File: src/rtl/noc_traffic_node.sv
// noc_traffic_node: NoC endpoint with a framed-packet generator on TX and a sink/checker on RX.
// Latency: the first TX flit appears one cycle after start. RX statistics update one cycle after a flit is accepted.
// Backpressure: TX holds data_out/valid_out until ready_out. RX ready_in is ~rst, or has LFSR stalls (NOC_NODE_BACKPRESSURE_EN).
//
// Ports:
//   clk, rst (sync, active-high)
//   start, dest, num_packets, gap_cycles   burst request, sampled only in IDLE
//   busy, done                             burst status; done pulses once per burst
//   data_out, valid_out, ready_out         TX flit stream into the router local port
//   data_in, valid_in, ready_in            RX flit stream from the router local port
//   clear_stats                            zeroes the RX counters and the sticky error flags
//   tx_packets, rx_packets, rx_flits       wrapping statistics counters
//   err_dest, err_frame, err_len           sticky RX error flags
// Optional macro: NOC_NODE_BACKPRESSURE_EN adds a 16-bit LFSR that throttles ready_in.
module noc_traffic_node #(
    parameter int N             = 6,
    parameter int INDEX         = 0,
    parameter int DATA_WIDTH    = 32,
    parameter int TYPE_WIDTH    = 2,
    parameter int FlitPerPacket = 6,
    parameter int COUNT_WIDTH   = 16,
    localparam int DW           = $clog2(N)
) (
    input  logic                   clk,
    input  logic                   rst,
    input  logic                   start,
    input  logic [DW-1:0]          dest,
    input  logic [COUNT_WIDTH-1:0] num_packets,
    input  logic [COUNT_WIDTH-1:0] gap_cycles,
    output logic                   busy,
    output logic                   done,
    output logic [DATA_WIDTH-1:0]  data_out,
    output logic                   valid_out,
    input  logic                   ready_out,
    input  logic [DATA_WIDTH-1:0]  data_in,
    input  logic                   valid_in,
    output logic                   ready_in,
    input  logic                   clear_stats,
    output logic [COUNT_WIDTH-1:0] tx_packets,
    output logic [COUNT_WIDTH-1:0] rx_packets,
    output logic [COUNT_WIDTH-1:0] rx_flits,
    output logic                   err_dest,
    output logic                   err_frame,
    output logic                   err_len
);
    localparam int PW = DATA_WIDTH - TYPE_WIDTH;
    localparam logic [TYPE_WIDTH-1:0]  T_HEAD    = TYPE_WIDTH'(1);
    localparam logic [TYPE_WIDTH-1:0]  T_BODY    = TYPE_WIDTH'(2);
    localparam logic [TYPE_WIDTH-1:0]  T_TAIL    = TYPE_WIDTH'(3);
    localparam logic [DW-1:0]          IDX       = DW'(INDEX);
    localparam logic [COUNT_WIDTH-1:0] BODY_LAST = COUNT_WIDTH'(FlitPerPacket - 3);
    localparam logic [COUNT_WIDTH-1:0] FPP_CNT   = COUNT_WIDTH'(FlitPerPacket);

    function automatic logic [DATA_WIDTH-1:0] head_flit(input logic [DW-1:0] d);
        logic [DATA_WIDTH-1:0] f;
        f                           = '0;
        f[DATA_WIDTH-1 -: TYPE_WIDTH] = T_HEAD;
        f[DW-1:0]                   = d;
        f[2*DW-1:DW]                = IDX;
        return f;
    endfunction

    // ---------------- TX packet generator ----------------
    typedef enum logic [2:0] {TX_IDLE, TX_HEAD, TX_BODY, TX_TAIL, TX_GAP} tx_state_t;

    tx_state_t              tx_state_q, tx_state_d;
    logic [DW-1:0]          dest_q, dest_d;
    logic [COUNT_WIDTH-1:0] rem_q, rem_d;      // packets still to send, including the current one
    logic [COUNT_WIDTH-1:0] gap_q, gap_d;
    logic [COUNT_WIDTH-1:0] gcnt_q, gcnt_d;
    logic [COUNT_WIDTH-1:0] bcnt_q, bcnt_d;
    logic [PW-1:0]          pay_q, pay_d;      // payload of the next body/tail flit
    logic [COUNT_WIDTH-1:0] txp_q, txp_d;
    logic [DATA_WIDTH-1:0]  data_out_q, data_out_d;
    logic                   valid_out_q, valid_out_d;
    logic                   busy_q, busy_d;
    logic                   done_q, done_d;
    logic                   tx_acc;

    assign tx_acc = valid_out_q & ready_out;

    always_comb begin
        tx_state_d  = tx_state_q;
        dest_d      = dest_q;
        rem_d       = rem_q;
        gap_d       = gap_q;
        gcnt_d      = gcnt_q;
        bcnt_d      = bcnt_q;
        pay_d       = pay_q;
        txp_d       = txp_q;
        data_out_d  = data_out_q;
        valid_out_d = valid_out_q;
        busy_d      = busy_q;
        done_d      = 1'b0;
        unique case (tx_state_q)
            TX_IDLE: begin
                if (start) begin
                    if (num_packets != '0) begin
                        dest_d      = dest;
                        rem_d       = num_packets;
                        gap_d       = gap_cycles;
                        tx_state_d  = TX_HEAD;
                        busy_d      = 1'b1;
                        valid_out_d = 1'b1;
                        data_out_d  = head_flit(dest);
                    end else begin
                        done_d = 1'b1;
                    end
                end
            end
            TX_HEAD: begin
                if (tx_acc) begin
                    bcnt_d = '0;
                    if (FlitPerPacket == 2) begin
                        tx_state_d = TX_TAIL;
                        data_out_d = {T_TAIL, pay_q};
                    end else begin
                        tx_state_d = TX_BODY;
                        data_out_d = {T_BODY, pay_q};
                    end
                end
            end
            TX_BODY: begin
                if (tx_acc) begin
                    pay_d = pay_q + 1'b1;
                    if (bcnt_q == BODY_LAST) begin
                        tx_state_d = TX_TAIL;
                        data_out_d = {T_TAIL, pay_d};
                    end else begin
                        bcnt_d     = bcnt_q + 1'b1;
                        data_out_d = {T_BODY, pay_d};
                    end
                end
            end
            TX_TAIL: begin
                if (tx_acc) begin
                    pay_d = pay_q + 1'b1;
                    txp_d = txp_q + 1'b1;
                    if (rem_q != COUNT_WIDTH'(1)) begin
                        rem_d = rem_q - 1'b1;
                        if (gap_q == '0) begin
                            tx_state_d = TX_HEAD;
                            data_out_d = head_flit(dest_q);
                        end else begin
                            // gcnt counts down to zero, so GAP lasts exactly gap_q cycles
                            tx_state_d  = TX_GAP;
                            gcnt_d      = gap_q - 1'b1;
                            valid_out_d = 1'b0;
                            data_out_d  = '0;
                        end
                    end else begin
                        tx_state_d  = TX_IDLE;
                        valid_out_d = 1'b0;
                        data_out_d  = '0;
                        busy_d      = 1'b0;
                        done_d      = 1'b1;
                    end
                end
            end
            TX_GAP: begin
                if (gcnt_q == '0) begin
                    tx_state_d  = TX_HEAD;
                    valid_out_d = 1'b1;
                    data_out_d  = head_flit(dest_q);
                end else begin
                    gcnt_d = gcnt_q - 1'b1;
                end
            end
            default: tx_state_d = TX_IDLE;
        endcase
    end

    always_ff @(posedge clk) begin
        if (rst) begin
            tx_state_q  <= TX_IDLE;
            dest_q      <= '0;
            rem_q       <= '0;
            gap_q       <= '0;
            gcnt_q      <= '0;
            bcnt_q      <= '0;
            pay_q       <= '0;
            txp_q       <= '0;
            data_out_q  <= '0;
            valid_out_q <= 1'b0;
            busy_q      <= 1'b0;
            done_q      <= 1'b0;
        end else begin
            tx_state_q  <= tx_state_d;
            dest_q      <= dest_d;
            rem_q       <= rem_d;
            gap_q       <= gap_d;
            gcnt_q      <= gcnt_d;
            bcnt_q      <= bcnt_d;
            pay_q       <= pay_d;
            txp_q       <= txp_d;
            data_out_q  <= data_out_d;
            valid_out_q <= valid_out_d;
            busy_q      <= busy_d;
            done_q      <= done_d;
        end
    end

    assign data_out   = data_out_q;
    assign valid_out  = valid_out_q;
    assign busy       = busy_q;
    assign done       = done_q;
    assign tx_packets = txp_q;

    // ---------------- RX sink / checker ----------------
    typedef enum logic {RX_OUT, RX_IN} rx_state_t;

    rx_state_t              rx_state_q, rx_state_d;
    logic [COUNT_WIDTH-1:0] len_q, len_d;
    logic                   bad_q, bad_d;      // an error was seen inside the current packet
    logic [COUNT_WIDTH-1:0] rxp_q, rxp_d;
    logic [COUNT_WIDTH-1:0] rxf_q, rxf_d;
    logic                   err_dest_q, err_dest_d;
    logic                   err_frame_q, err_frame_d;
    logic                   err_len_q, err_len_d;
    logic                   rx_acc;
    logic [TYPE_WIDTH-1:0]  rx_typ;
    logic                   head_bad;
    logic                   set_dest, set_frame, set_len, pkt_ok;
    logic                   rx_unused;

    assign rx_acc    = valid_in & ready_in;
    assign rx_typ    = data_in[DATA_WIDTH-1 -: TYPE_WIDTH];
    assign head_bad  = data_in[DW-1:0] != IDX;
    assign rx_unused = ^data_in[PW-1:DW];

    always_comb begin
        rx_state_d  = rx_state_q;
        len_d       = len_q;
        bad_d       = bad_q;
        rxp_d       = rxp_q;
        rxf_d       = rxf_q;
        err_dest_d  = err_dest_q;
        err_frame_d = err_frame_q;
        err_len_d   = err_len_q;
        set_dest    = 1'b0;
        set_frame   = 1'b0;
        set_len     = 1'b0;
        pkt_ok      = 1'b0;
        if (rx_acc) begin
            if (rx_typ == T_HEAD) begin
                // a head inside a packet is a framing error and restarts tracking
                set_frame  = (rx_state_q == RX_IN);
                set_dest   = head_bad;
                rx_state_d = RX_IN;
                len_d      = COUNT_WIDTH'(1);
                bad_d      = head_bad;
            end else if (rx_typ == T_BODY || rx_typ == T_TAIL) begin
                if (rx_state_q == RX_OUT) begin
                    set_frame = 1'b1;
                end else if (rx_typ == T_BODY) begin
                    len_d = len_q + 1'b1;
                end else begin
                    if ((len_q + 1'b1) != FPP_CNT) begin
                        set_len = 1'b1;
                    end else begin
                        pkt_ok = ~bad_q;
                    end
                    rx_state_d = RX_OUT;
                end
            end else begin
                set_frame = 1'b1;
                bad_d     = bad_q | (rx_state_q == RX_IN);
            end
        end
        if (clear_stats) begin
            rxp_d       = '0;
            rxf_d       = '0;
            err_dest_d  = 1'b0;
            err_frame_d = 1'b0;
            err_len_d   = 1'b0;
        end else begin
            if (rx_acc) rxf_d = rxf_q + 1'b1;
            if (pkt_ok) rxp_d = rxp_q + 1'b1;
            err_dest_d  = err_dest_q | set_dest;
            err_frame_d = err_frame_q | set_frame;
            err_len_d   = err_len_q | set_len;
        end
    end

    always_ff @(posedge clk) begin
        if (rst) begin
            rx_state_q  <= RX_OUT;
            len_q       <= '0;
            bad_q       <= 1'b0;
            rxp_q       <= '0;
            rxf_q       <= '0;
            err_dest_q  <= 1'b0;
            err_frame_q <= 1'b0;
            err_len_q   <= 1'b0;
        end else begin
            rx_state_q  <= rx_state_d;
            len_q       <= len_d;
            bad_q       <= bad_d;
            rxp_q       <= rxp_d;
            rxf_q       <= rxf_d;
            err_dest_q  <= err_dest_d;
            err_frame_q <= err_frame_d;
            err_len_q   <= err_len_d;
        end
    end

    assign rx_packets = rxp_q;
    assign rx_flits   = rxf_q;
    assign err_dest   = err_dest_q;
    assign err_frame  = err_frame_q;
    assign err_len    = err_len_q;

`ifdef NOC_NODE_BACKPRESSURE_EN
    // Fibonacci LFSR, x^16 + x^14 + x^13 + x^11 + 1; stalls RX when the low two bits are zero
    logic [15:0] lfsr_q, lfsr_d;

    always_comb begin
        lfsr_d = {lfsr_q[14:0], lfsr_q[15] ^ lfsr_q[13] ^ lfsr_q[12] ^ lfsr_q[10]};
    end

    always_ff @(posedge clk) begin
        if (rst) begin
            lfsr_q <= 16'hACE1 + 16'(INDEX);
        end else begin
            lfsr_q <= lfsr_d;
        end
    end

    assign ready_in = ~rst & (lfsr_q[1:0] != 2'b00);
`else
    assign ready_in = ~rst;
`endif

endmodule

File: config.mk
export PLATFORM = sky130hd
export DESIGN_NAME = noc_traffic_node
export DESIGN_NICKNAME = d
export VERILOG_FILES = /design/src/rtl/noc_traffic_node.sv
export SDC_FILE = /design/constraint.sdc
export NUM_CORES = 1
export LEC_CHECK = 0
export ABC_AREA = 1
export CORE_MARGIN = 2
export CORE_UTILIZATION = 40
export CTS_CLUSTER_DIAMETER = 120
export DETAILED_ROUTE_END_ITERATION = 8
export GPL_ROUTABILITY_DRIVEN = 0
export MAX_ROUTING_LAYER = met4
export PLACE_DENSITY = 0.7
export SLEW_MARGIN = 20
export SYNTH_ARGS = -nofsm -noshare
export SYNTH_HDL_FRONTEND = slang
export SYNTH_SLANG_ARGS = --single-unit
File: constraint.sdc
create_clock -name clk -period 2.5 [get_ports clk]
set_input_delay 0.375 -clock clk [delete_from_list [all_inputs] [get_ports clk]]
set_output_delay 0.375 -clock clk [all_outputs]
set_load 0.01 [all_outputs]
==> flow_summary.ini <==
[logic_synthesis]
yosysWarningCount = 0
async_reset_ff_share_pct = 0
synth_cells = 1713
seq_area_frac_synth_pct = 36.68
synth.net_count = 1800
yosys.area.top_type = dfxtp_1
syn_area_mm2 = 0.01113
synth_flop_cell = dfxtp_1
synth.area.top_cells = dfxtp_1 37%, nand2_1 14%, a21oi_1 7.3%
ys_types = 41
synth_top_area_share_pct = 36.68
synth.ff_latch_count = 204
syn_area_per_cell_um2 = 6.500
synth-edff-count = 0

[final_layout]
fillers = 2821
insertedDiodeCount = 0
area_growth_pct = 23.88
final_nets = 1932
largest_reg_flops = 32
drive_above_1_share_pct = 7.039

[timing]
hold_ws_ns = 0.2518
tightest_slew_ns = 0.7423
fin_skew_ns = 0.01662
fmax_mhz = 442.0
slew_headroom_pct = 50.51
timing.final.crit_share_pct = 90.49
slew_violations = 0
fin_ws_ns = 0.2377
hold_violations = 0
rsz0062_at_grt = false
period_minus_slack_ns = 2.262
setup_viol = 0

[placement]
dpl_worst_slack_ns = -0.07337
dpl.hpwl_um = 20700
numPortBuffers = 132

[power_and_ir_drop]
leakage_uw = 0.005283
peakVddDrop_v = 0.0008264
p_sw_share_pct = 37.92
powerDensity_mw_per_mm2 = 862.4
clkPwrFrac_pct = 30.5
p_int_uw = 7385
combPwrFrac_pct = 35.6
power_frac_seq_pct = 33.9
p_sw_uw = 4510
totalPowerFinal_uw = 11900

[grt]
grt_max_degree = 80
grt_pass1_vias = 10450
grt_first_pass_wirelength_um = 49040
grtUsageTotal_pct = 20.41
antenna_found_initial = 0
overflow = 0

[critical_path]
crit_type = register to register
critPathCaptureType = register
reg2reg_from = len_q[1]$_SDFFE_PP0P_
crit_start = len_q[1]$_SDFFE_PP0P_
critPathMaxFanout = 10
startpoint_type = register
arrival_ns = 2.67
cp.required_ns = 2.91

[clocking]
post_cts_buffers = 0
cts-root-buf = clkbuf_16
cts_tree = done
cts_hold_buf = 0
cts_buffers = 24
ctsResizeCount = 0
insertion_delay_ns = 0.52
htree_levels = 1
clockBufferDepth = 3
clk_pin_slew_ns = 0.06
cts.sinks = 204

[route]
drtAntennaViolNets = 0
dr.first_iter.drc_count = 737
drt_pass1_iterations = 5
drc = 0
avgViaCountPerCell = 5.078
wl_per_cell_um = 12.97
num_vias = 11370
wl_um = 29050

[floorplan]
pin_count = 160
die_y_um = 170.8
start_util_pct = 40.30
rows = 61
die_w_um = 170.8
die-area_mm2 = 0.02919
coreArea_mm2 = 0.02763

[job]
maxCapViolations = 0

[hold_path]
min_from = rst
holdCritPathClass = primary input to register

[status]
status = completed
critical path: stages, from the launching register on:
cell and delay (ns):
dfxtp_1 0.41, ha_1 0.22, nand3_1 0.14, nor2_1 0.21, nand2_1 0.10, nand2_1 0.09
nand2_1 0.06, nor2_1 0.15, nand3_1 0.15, nor2_4 0.17, nand2_4 0.14, inv_2 0.11
nand2_1 0.06, nor2_1 0.10, nor2_1 0.05
cells in the mapped netlist, types with 17 or more instances:
| cell | n |
|---|---|
| o21ai_1 | 29 |
| a21oi_1 | 162 |
| o21ai_0 | 104 |
| dfxtp_1 | 204 |
| nor2_1 | 200 |
| inv_1 | 195 |
| nand3_1 | 91 |
| xor2_1 | 31 |
| buf_2 | 17 |
| o22ai_1 | 18 |
| nand4_1 | 39 |
| nand2_1 | 407 |
| nor3_1 | 32 |
| clkbuf_1 | 40 |
layer usage:
layer | GRT usage (%) | share of wire, % | vias up
met5 | - | 0 | -
met4 | 4.937 | 1.8 | 0
met3 | 2.429 | 4.9 | 42
met2 | 34.18 | 47 | 266
met1 | 26.35 | 46 | 5176
li1 | - | - | 5886
cell usage in the layout, fill, tap and decap left out, drive strengths merged, types with 36 or more instances in the layout:
| cell | count |
|---|---|
| inv | 208 |
| nand4 | 39 |
| a21oi | 162 |
| nand2 | 413 |
| nand3 | 92 |
| clkdlybuf4s50 | 131 |
| nor2 | 222 |
| buf | 36 |
| nor3 | 38 |
| o21ai | 133 |
| dfxtp | 204 |
| clkbuf | 36 |
per-stage QoR:
step	utilization (%)	instance area, um2	setup TNS, ns	cells
3_5_place_dp	46.96	12970	-0.3962	2197
2_1_floorplan	-	11130	0	1713
6_report	49.92	13790	0	2239
3_3_place_gp	46.96	12970	-0.01163	2197
4_1_cts	49.91	13790	0	2239
5_1_grt	49.92	13790	0	2239
kinds of logic (layout without fill, tap and decap cells):
family / count (synthesis) / after routing / synth area share (%)
XOR/XNOR: 35 / 35 / 2.753
AO/OA/AOI/OAI: 350 / 350 / 16.71
adder cells (fa/ha/maj): 14 / 14 / 1.573
buffers and inverters: 270 / 418 / 9.428
AND/OR/NAND/NOR: 840 / 840 / 32.86
flip-flops: 204 / 204 / 36.68
cell type report:
| type | instances | area [um2] | share of cell area (%) |
|---|---|---|---|
| clock buffer | 36 | 737.0 | 5.343 |
| multi-input combinational | 1239 | 6003 | 43.52 |
| timing repair buffer | 167 | 1632 | 11.83 |
| clock inverter | 6 | 80.08 | 0.5806 |
| sequential | 204 | 4084 | 29.61 |
| tap | 378 | 473.0 | 3.429 |
| inverter | 209 | 784.5 | 5.688 |
path summary, 6_finish.rpt:
kind | slack, ns | endpoint | cells past startpoint
worst min-delay path | 0.25 | rx_flits[3]$_SDFFE_PP0P_ | 4
worst max-delay path | 0.24 | rx_packets[4]$_SDFFE_PP0P_ | 14
worst max register to register | 0.24 | rx_packets[4]$_SDFFE_PP0P_ | 14
worst min register to register | 0.46 | err_frame$_SDFF_PP0_ | 2
power by group through the flow:
| stage | clock network [uW] | logic [uW] | registers, uW |
|---|---|---|---|
| 2_1_floorplan | 0 | 3090 | 4040 |
| 3_3_place_gp | 0 | 4140 | 4090 |
| 3_5_place_dp | 0 | 4210 | 4090 |
| 4_1_cts | 3730 | 4240 | 4030 |
| 5_1_grt | 3850 | 4810 | 4090 |
| 6_report | 3630 | 4230 | 4030 |
Note: power is estimated with default switching activity, not from simulation.
